[config.mk]
export PLATFORM = sky130hd
export DESIGN_NAME = cv32e41s_data_obi_responder
export DESIGN_NICKNAME = d
export VERILOG_FILES = /design/src/rtl/cv32e41s_data_obi_responder.sv
export SDC_FILE = /design/constraint.sdc
export NUM_CORES = 1
export LEC_CHECK = 0
export BUFFER_PORTS_ARGS = -buffer_cell sky130_fd_sc_hd__buf_2
export CAP_MARGIN = 15
export CORE_MARGIN = 2
export CORE_UTILIZATION = 54
export CTS_BUF_LIST = sky130_fd_sc_hd__clkbuf_2 sky130_fd_sc_hd__clkbuf_4 sky130_fd_sc_hd__clkbuf_8
export DETAILED_ROUTE_END_ITERATION = 8
export PLACE_DENSITY = 0.92
export REMOVE_ABC_BUFFERS = 1
export SLEW_MARGIN = 10
export SYNTH_ARGS = -nofsm -noshare
export SYNTH_HDL_FRONTEND = slang
export SYNTH_SLANG_ARGS = --single-unit
[constraint.sdc]
create_clock -name clk -period 3.65 [get_ports clk]
set_clock_uncertainty 0.15 [all_clocks]
set_input_delay 0.5475 -clock clk [delete_from_list [all_inputs] [get_ports clk]]
set_output_delay 0.5475 -clock clk [all_outputs]
set_load 0.005 [all_outputs]
[src/rtl/cv32e41s_data_obi_responder.sv]
// OBI data-side responder with Xsecure interface integrity.
// It checks the A-channel parity and checksum, and drives a single-cycle
// SRAM-style memory port. It returns in-order R-channel responses, with
// rvalidpar, gntpar and rchk generated.
// Read data is taken from memory one cycle after the command. A one-entry
// stage register holds per-transaction status until the data arrives. The
// stage register then pushes the completed response into a small circular
// FIFO that feeds the R channel.

module cv32e41s_data_obi_responder #(
    parameter int MAX_OUTSTANDING = 2,
    parameter int MEM_ADDR_WIDTH  = 14
) (
    input  logic                      clk,
    input  logic                      rst_n,

    input  logic                      obi_req_i,
    input  logic                      obi_reqpar_i,
    input  logic [31:0]               obi_addr_i,
    input  logic                      obi_we_i,
    input  logic [3:0]                obi_be_i,
    input  logic [31:0]               obi_wdata_i,
    input  logic [2:0]                obi_prot_i,
    input  logic [1:0]                obi_memtype_i,
    input  logic                      obi_dbg_i,
    input  logic [12:0]               obi_achk_i,

    output logic                      obi_gnt_o,
    output logic                      obi_gntpar_o,
    output logic                      obi_rvalid_o,
    output logic                      obi_rvalidpar_o,
    output logic [31:0]               obi_rdata_o,
    output logic                      obi_err_o,
    output logic                      obi_exokay_o,
    output logic [4:0]                obi_rchk_o,

    input  logic                      gnt_stall_i,
    input  logic                      rvalid_stall_i,

    output logic                      mem_req_o,
    output logic                      mem_we_o,
    output logic [3:0]                mem_be_o,
    output logic [MEM_ADDR_WIDTH-1:0] mem_addr_o,
    output logic [31:0]               mem_wdata_o,
    input  logic [31:0]               mem_rdata_i,

    output logic                      integrity_err_o
);

    localparam int CNT_W  = $clog2(MAX_OUTSTANDING + 1);
    localparam int PTR_W  = (MAX_OUTSTANDING > 1) ? $clog2(MAX_OUTSTANDING) : 1;
    localparam int HI_LSB = MEM_ADDR_WIDTH + 2;

    localparam logic [CNT_W-1:0] MAX_CNT  = CNT_W'(MAX_OUTSTANDING);
    localparam logic [CNT_W-1:0] CNT_ONE  = CNT_W'(1);
    localparam logic [CNT_W-1:0] CNT_ZERO = CNT_W'(0);
    localparam logic [PTR_W-1:0] LAST_PTR = PTR_W'(MAX_OUTSTANDING - 1);
    localparam logic [PTR_W-1:0] PTR_ONE  = PTR_W'(1);
    localparam logic [PTR_W-1:0] PTR_ZERO = PTR_W'(0);

    // Expected A-channel checksum, recomputed from the received payload.
    function automatic logic [12:0] achk_calc(
        input logic [31:0] addr,
        input logic        we,
        input logic [3:0]  be,
        input logic [31:0] wdata,
        input logic [2:0]  prot,
        input logic [1:0]  memtype,
        input logic        dbg
    );
        logic [12:0] chk;
        chk[12] = ^wdata[31:24];
        chk[11] = ^wdata[23:16];
        chk[10] = ^wdata[15:8];
        chk[9]  = ^wdata[7:0];
        chk[8]  = ~^dbg;
        chk[7]  = 1'b0;
        chk[6]  = 1'b0;
        chk[5]  = ~^{be, we};
        chk[4]  = ~^{prot, memtype};
        chk[3]  = ^addr[31:24];
        chk[2]  = ^addr[23:16];
        chk[1]  = ^addr[15:8];
        chk[0]  = ^addr[7:0];
        return chk;
    endfunction

    // R-channel checksum over the values actually driven on the bus.
    function automatic logic [4:0] rchk_calc(
        input logic [31:0] rdata,
        input logic        err,
        input logic        exokay
    );
        logic [4:0] chk;
        chk[4] = ^{err, exokay};
        chk[3] = ^rdata[31:24];
        chk[2] = ^rdata[23:16];
        chk[1] = ^rdata[15:8];
        chk[0] = ^rdata[7:0];
        return chk;
    endfunction

    // Circular pointer advance with wrap at the last FIFO slot.
    function automatic logic [PTR_W-1:0] ptr_inc(input logic [PTR_W-1:0] ptr);
        logic [PTR_W-1:0] nxt;
        if (ptr == LAST_PTR) begin
            nxt = PTR_ZERO;
        end else begin
            nxt = ptr + PTR_ONE;
        end
        return nxt;
    endfunction

    // Request-side decode
    logic [12:0]       achk_exp_s;
    logic              reqpar_err_s;
    logic              achk_err_s;
    logic              addr_oor_s;
    logic              gnt_s;
    logic              accept_s;
    logic              bad_s;

    // Transaction tracking
    logic [CNT_W-1:0]  outstanding_q, outstanding_d;

    // Stage register P: status of the transaction whose read data arrives next cycle
    logic              p_valid_q, p_valid_d;
    logic              p_err_q,   p_err_d;
    logic              p_we_q,    p_we_d;

    // Response FIFO
    logic [31:0]       fifo_rdata_q [MAX_OUTSTANDING];
    logic              fifo_err_q   [MAX_OUTSTANDING];
    logic [PTR_W-1:0]  wr_ptr_q, wr_ptr_d;
    logic [PTR_W-1:0]  rd_ptr_q, rd_ptr_d;
    logic [CNT_W-1:0]  fifo_cnt_q, fifo_cnt_d;
    logic              push_s;
    logic              pop_s;
    logic [31:0]       push_rdata_s;

    // Integrity checks, grant and accept decision
    always_comb begin
        achk_exp_s   = achk_calc(obi_addr_i, obi_we_i, obi_be_i, obi_wdata_i,
                                 obi_prot_i, obi_memtype_i, obi_dbg_i);
        reqpar_err_s = (obi_req_i == obi_reqpar_i);
        achk_err_s   = obi_req_i && (obi_achk_i != achk_exp_s);
        addr_oor_s   = |(obi_addr_i >> HI_LSB);
        gnt_s        = !gnt_stall_i && (outstanding_q < MAX_CNT);
        accept_s     = obi_req_i && gnt_s;
        bad_s        = achk_err_s || reqpar_err_s || addr_oor_s;
    end

    // Stage-register push and FIFO pop qualification
    always_comb begin
        push_s = p_valid_q;
        if (p_we_q || p_err_q) begin
            push_rdata_s = 32'h0000_0000;
        end else begin
            push_rdata_s = mem_rdata_i;
        end
        pop_s = (fifo_cnt_q != CNT_ZERO) && !rvalid_stall_i;
    end

    // Next-state for the outstanding counter, stage register, and FIFO bookkeeping
    always_comb begin
        if (accept_s && !pop_s) begin
            outstanding_d = outstanding_q + CNT_ONE;
        end else if (!accept_s && pop_s) begin
            outstanding_d = outstanding_q - CNT_ONE;
        end else begin
            outstanding_d = outstanding_q;
        end

        p_valid_d = accept_s;
        p_err_d   = accept_s && bad_s;
        p_we_d    = accept_s && obi_we_i;

        if (push_s) begin
            wr_ptr_d = ptr_inc(wr_ptr_q);
        end else begin
            wr_ptr_d = wr_ptr_q;
        end

        if (pop_s) begin
            rd_ptr_d = ptr_inc(rd_ptr_q);
        end else begin
            rd_ptr_d = rd_ptr_q;
        end

        if (push_s && !pop_s) begin
            fifo_cnt_d = fifo_cnt_q + CNT_ONE;
        end else if (!push_s && pop_s) begin
            fifo_cnt_d = fifo_cnt_q - CNT_ONE;
        end else begin
            fifo_cnt_d = fifo_cnt_q;
        end
    end

    // Control state registers
    always_ff @(posedge clk or negedge rst_n) begin
        if (!rst_n) begin
            outstanding_q <= CNT_ZERO;
            p_valid_q     <= 1'b0;
            p_err_q       <= 1'b0;
            p_we_q        <= 1'b0;
            wr_ptr_q      <= PTR_ZERO;
            rd_ptr_q      <= PTR_ZERO;
            fifo_cnt_q    <= CNT_ZERO;
        end else begin
            outstanding_q <= outstanding_d;
            p_valid_q     <= p_valid_d;
            p_err_q       <= p_err_d;
            p_we_q        <= p_we_d;
            wr_ptr_q      <= wr_ptr_d;
            rd_ptr_q      <= rd_ptr_d;
            fifo_cnt_q    <= fifo_cnt_d;
        end
    end

    // Response FIFO storage, written at the write pointer on push
    always_ff @(posedge clk or negedge rst_n) begin
        if (!rst_n) begin
            for (int i = 0; i < MAX_OUTSTANDING; i++) begin
                fifo_rdata_q[i] <= 32'h0000_0000;
                fifo_err_q[i]   <= 1'b0;
            end
        end else if (push_s) begin
            fifo_rdata_q[wr_ptr_q] <= push_rdata_s;
            fifo_err_q[wr_ptr_q]   <= p_err_q;
        end
    end

    // Bus and memory output drive; the response payload is zero whenever rvalid is low
    always_comb begin
        obi_gnt_o       = gnt_s;
        obi_gntpar_o    = !gnt_s;
        obi_rvalid_o    = pop_s;
        obi_rvalidpar_o = !pop_s;
        obi_exokay_o    = 1'b0;
        if (pop_s) begin
            obi_rdata_o = fifo_rdata_q[rd_ptr_q];
            obi_err_o   = fifo_err_q[rd_ptr_q];
        end else begin
            obi_rdata_o = 32'h0000_0000;
            obi_err_o   = 1'b0;
        end
        obi_rchk_o      = rchk_calc(obi_rdata_o, obi_err_o, obi_exokay_o);

        mem_req_o       = accept_s && !bad_s;
        mem_we_o        = obi_we_i;
        mem_be_o        = obi_be_i;
        mem_addr_o      = obi_addr_i[MEM_ADDR_WIDTH+1:2];
        mem_wdata_o     = obi_wdata_i;

        integrity_err_o = reqpar_err_s || achk_err_s;
    end

endmodule

==> qor.yml <==
status:
  status: "finished, final reports clean"
critical_path:
  cpMostUsedCell: "buf_2"
  crit_chain: "buf_2, xor2_1, xnor3_1, xnor2_1, nand3_1, nor4_2, and3_1, buf_2"
  critPathSlowestCell: "xnor3_1"
  cp-start-kind: "input port"
  rr_worst_depth: 4
  cp_max_fo: 2
  cp.depth: 8
  cp.required_ns: 2.95
  cpPeakStageDelay_ns: 0.45
  r2r_start: "fifo_cnt_q[1]"
  crit_path_end_kind: "output port"
  crit_end: "mem_req_o"
  setup.worst_path.class: "input port to output port"
  r2r_slack_ns: 1.64
  crit_path_start: "obi_wdata_i[18]"
  critPathArrivalTime_ns: 2.27
  critPathTopFamily: "XOR/XNOR gates"
  r2r-end: "outstanding_q[1]"
  cp_num_buf_inv: 2
yosys:
  netlist_area_mm2: 0.00513
  seq_area_frac_synth_pct: 36.6
  synth_area_leaders: "dfrtp_1, xnor2_1, buf_4, nand2_1, mux2i_1"
  synth_top_area_cell: "dfrtp_1"
  synth.distinct_cells: 27
  syn_avg_cell_area_um2: 8.77
  synthDominantCellAreaShare_pct: 36.6
  syn_inst: 585
  yosys_warnings: 0
  synth_seq_cells: 75
global_routing:
  grt_pass1_vias: 4253
  grt_max_degree: 76
  antenna_found_initial: 5
  grt_first_pass_wirelength_mm: 20.6
  grt_use_total_pct: 26.4
  grt-ovfl-total: 0
place:
  portBuffers: 220
  gp_congestion: 0.904
  place_hpwl_mm: 10.6
sta:
  hold_viol: 0
  max_slew_margin_pct: 27.5
  tightestPinTransition_ns: 1.08
  finalCriticalPeriod_ns: 2.96
  fmax_mhz: 337
  setup_violations: 0
  maxSlewViolCount: 0
  whs_ns: 0.183
  grt_setup_unrepaired: "false"
  final.period_utilization_pct: 81.2
  tns_ns: 0
routing:
  viasPerCell: 5.00
  wl_per_cell_um: 15.4
  drt_wl_total_mm: 13.5
  dr.pass1.iters: 4
  vias: 4408
  post-route-drc-count: 0
  final_antenna_net_count: 0
  drtIter0Drc: 121
job:
  cap_violations: 0
final_layout:
  syn_to_final_growth_pct: 21.5
  multiInputGateArea_mm2: 0.00269
  drive_gt1_share_pct: 33.9
  nFillCells: 734
  register_area_mm2: 0.00188
  final_common_cell: "buf_2"
  nets: 878
  final_cell_mix: "buf_2, nand2_1, dfrtp_1"
power_and_ir_drop:
  p_leak_nw: 3.35
  p_sw_share_pct: 39.4
  p_comb_share_pct: 50.7
  vdd_drop_max_uv: 344
  seqPwrFrac_pct: 33.3
  p_per_area_mw_per_mm2: 785
  p_int_mw: 2.96
  p_clk_share_pct: 16.0
  p_sw_mw: 1.93
clocking:
  cts.sinks: 75
  clk-insertion-delay-late_ns: 0.34
  cts-htree-levels: 3
  cts_hold_buf: 0
  clock_tree.buffer_depth: 2
  clk_pin_slew_ns: 0.08
  cts-root-buf: "clkbuf_8"
  cts_tree: "done"
  ctsResizeCount: 0
  post-cts-setup-buffer-count: 0
  cts_buffers: 9
min_path:
  min_path_type: "input port to asynchronous set/reset pin"
floorplanning:
  core_mm2: 0.00924
  dieWidth_um: 101
  rows: 35
  die_h_um: 101
  dieArea_mm2: 0.0103
  io_pins: 222
  start_util_pct: 55.5
[cell usage after synthesis]
library cell / count
a21oi_1: 17
nor2_1: 60
nand2_1: 97
o21bai_1: 1
inv_1: 19
nand4_1: 3
nand2b_1: 1
nor3_1: 3
clkbuf_1: 24
xnor2_4: 1
ha_1: 10
a21boi_1: 1
xnor3_1: 7
and3_1: 2
xnor2_1: 70
dfrtp_1: 75
nand3_1: 1
o21ai_0: 64
mux2i_1: 33
xnor2_2: 1
xor2_1: 33
nor4_2: 1
or4_1: 1
buf_4: 53
conb_1: 1
mux2_2: 2
buf_2: 4
[metrics by stage]
step / utilization, % / instance area (um2) / power (mW) / cells / setup slack [ns]
final: 67.4 / 6230 / 4.89 / 881 / 0.686
after floorplan: - / 4620 / 3.35 / 504 / 0.548
after global placement: 64.4 / 5950 / 4.03 / 859 / 0.778
after CTS: 67.1 / 6200 / 4.93 / 875 / 0.678
after global routing: 67.4 / 6230 / 5.30 / 881 / 0.567
after detailed placement: 64.4 / 5950 / 4.14 / 859 / 0.689
[worst register-to-register path: stages (launching register included)]
cell	delay [ns]
dfrtp_1	0.42
o21bai_4	0.65
ha_1	0.39
nor2_1	0.14
xor2_1	0.18
[worst min-delay path by stage]
stage | start | depth (start not counted) | to | slack (ns)
detailed placement | outstanding_q[0] | 1 | outstanding_q[0] | 0.34
global route | rst_n | 1 | fifo_rdata_q[16] | 0.26
floorplan | rst_n | 0 | fifo_cnt_q[0] | 0.10
CTS | rst_n | 1 | fifo_rdata_q[53] | 0.22
global placement | outstanding_q[1] | 1 | outstanding_q[1] | 0.32
finish | rst_n | 1 | fifo_rdata_q[16] | 0.18
[final cells by class]
| type | count | area share [%] |
|---|---|---|
| Multi-Input combinational cell | 410 | 43.2 |
| Tap cell | 129 | 2.59 |
| Clock buffer | 10 | 2.21 |
| Inverter | 19 | 1.14 |
| Sequential cell | 75 | 30.1 |
| Clock inverter | 6 | 1.79 |
| Antenna cell | 5 | 0.201 |
| Timing Repair Buffer | 227 | 18.8 |
[power by group through the flow]
stage | registers (mW) | clock network, mW | logic (mW)
after detailed placement | 1.65 | 0 | 2.49
final | 1.63 | 0.785 | 2.48
after global routing | 1.70 | 0.833 | 2.77
after floorplan | 1.62 | 0 | 1.74
after global placement | 1.62 | 0 | 2.41
after CTS | 1.64 | 0.794 | 2.50
[state kept, by name, summed over array words and instances, names as in the netlist]
register       flops
p_valid_q          1
p_err_q            1
fifo_err_q         2
wr_ptr_q           1
fifo_cnt_q         2
p_we_q             1
rd_ptr_q           1
outstanding_q      2
fifo_rdata_q      64
[metal layers]
layer / up-vias / global-route usage [%] / part of all wire, %
met2: 180 / 48.9 / 53
met5: - / 0 / 0
met1: 2052 / 28.8 / 38
li1: 2145 / - / -
met3: 31 / 5.87 / 6.0
met4: 0 / 11.9 / 3.1
[kinds of logic after synthesis]
group | Yosys count | synth area share, %
and+or+nand+nor | 169 | 13.0
xor gates and xnor gates | 112 | 21.5
buffers and inverters | 100 | 11.3
AOI/OAI and AO/OA | 83 | 8.20
DFF | 75 | 36.6
muxes | 35 | 6.88
adders and majority gates | 10 | 2.44
other | 1 | 0.0731
Power figures use the tool's default switching activity.
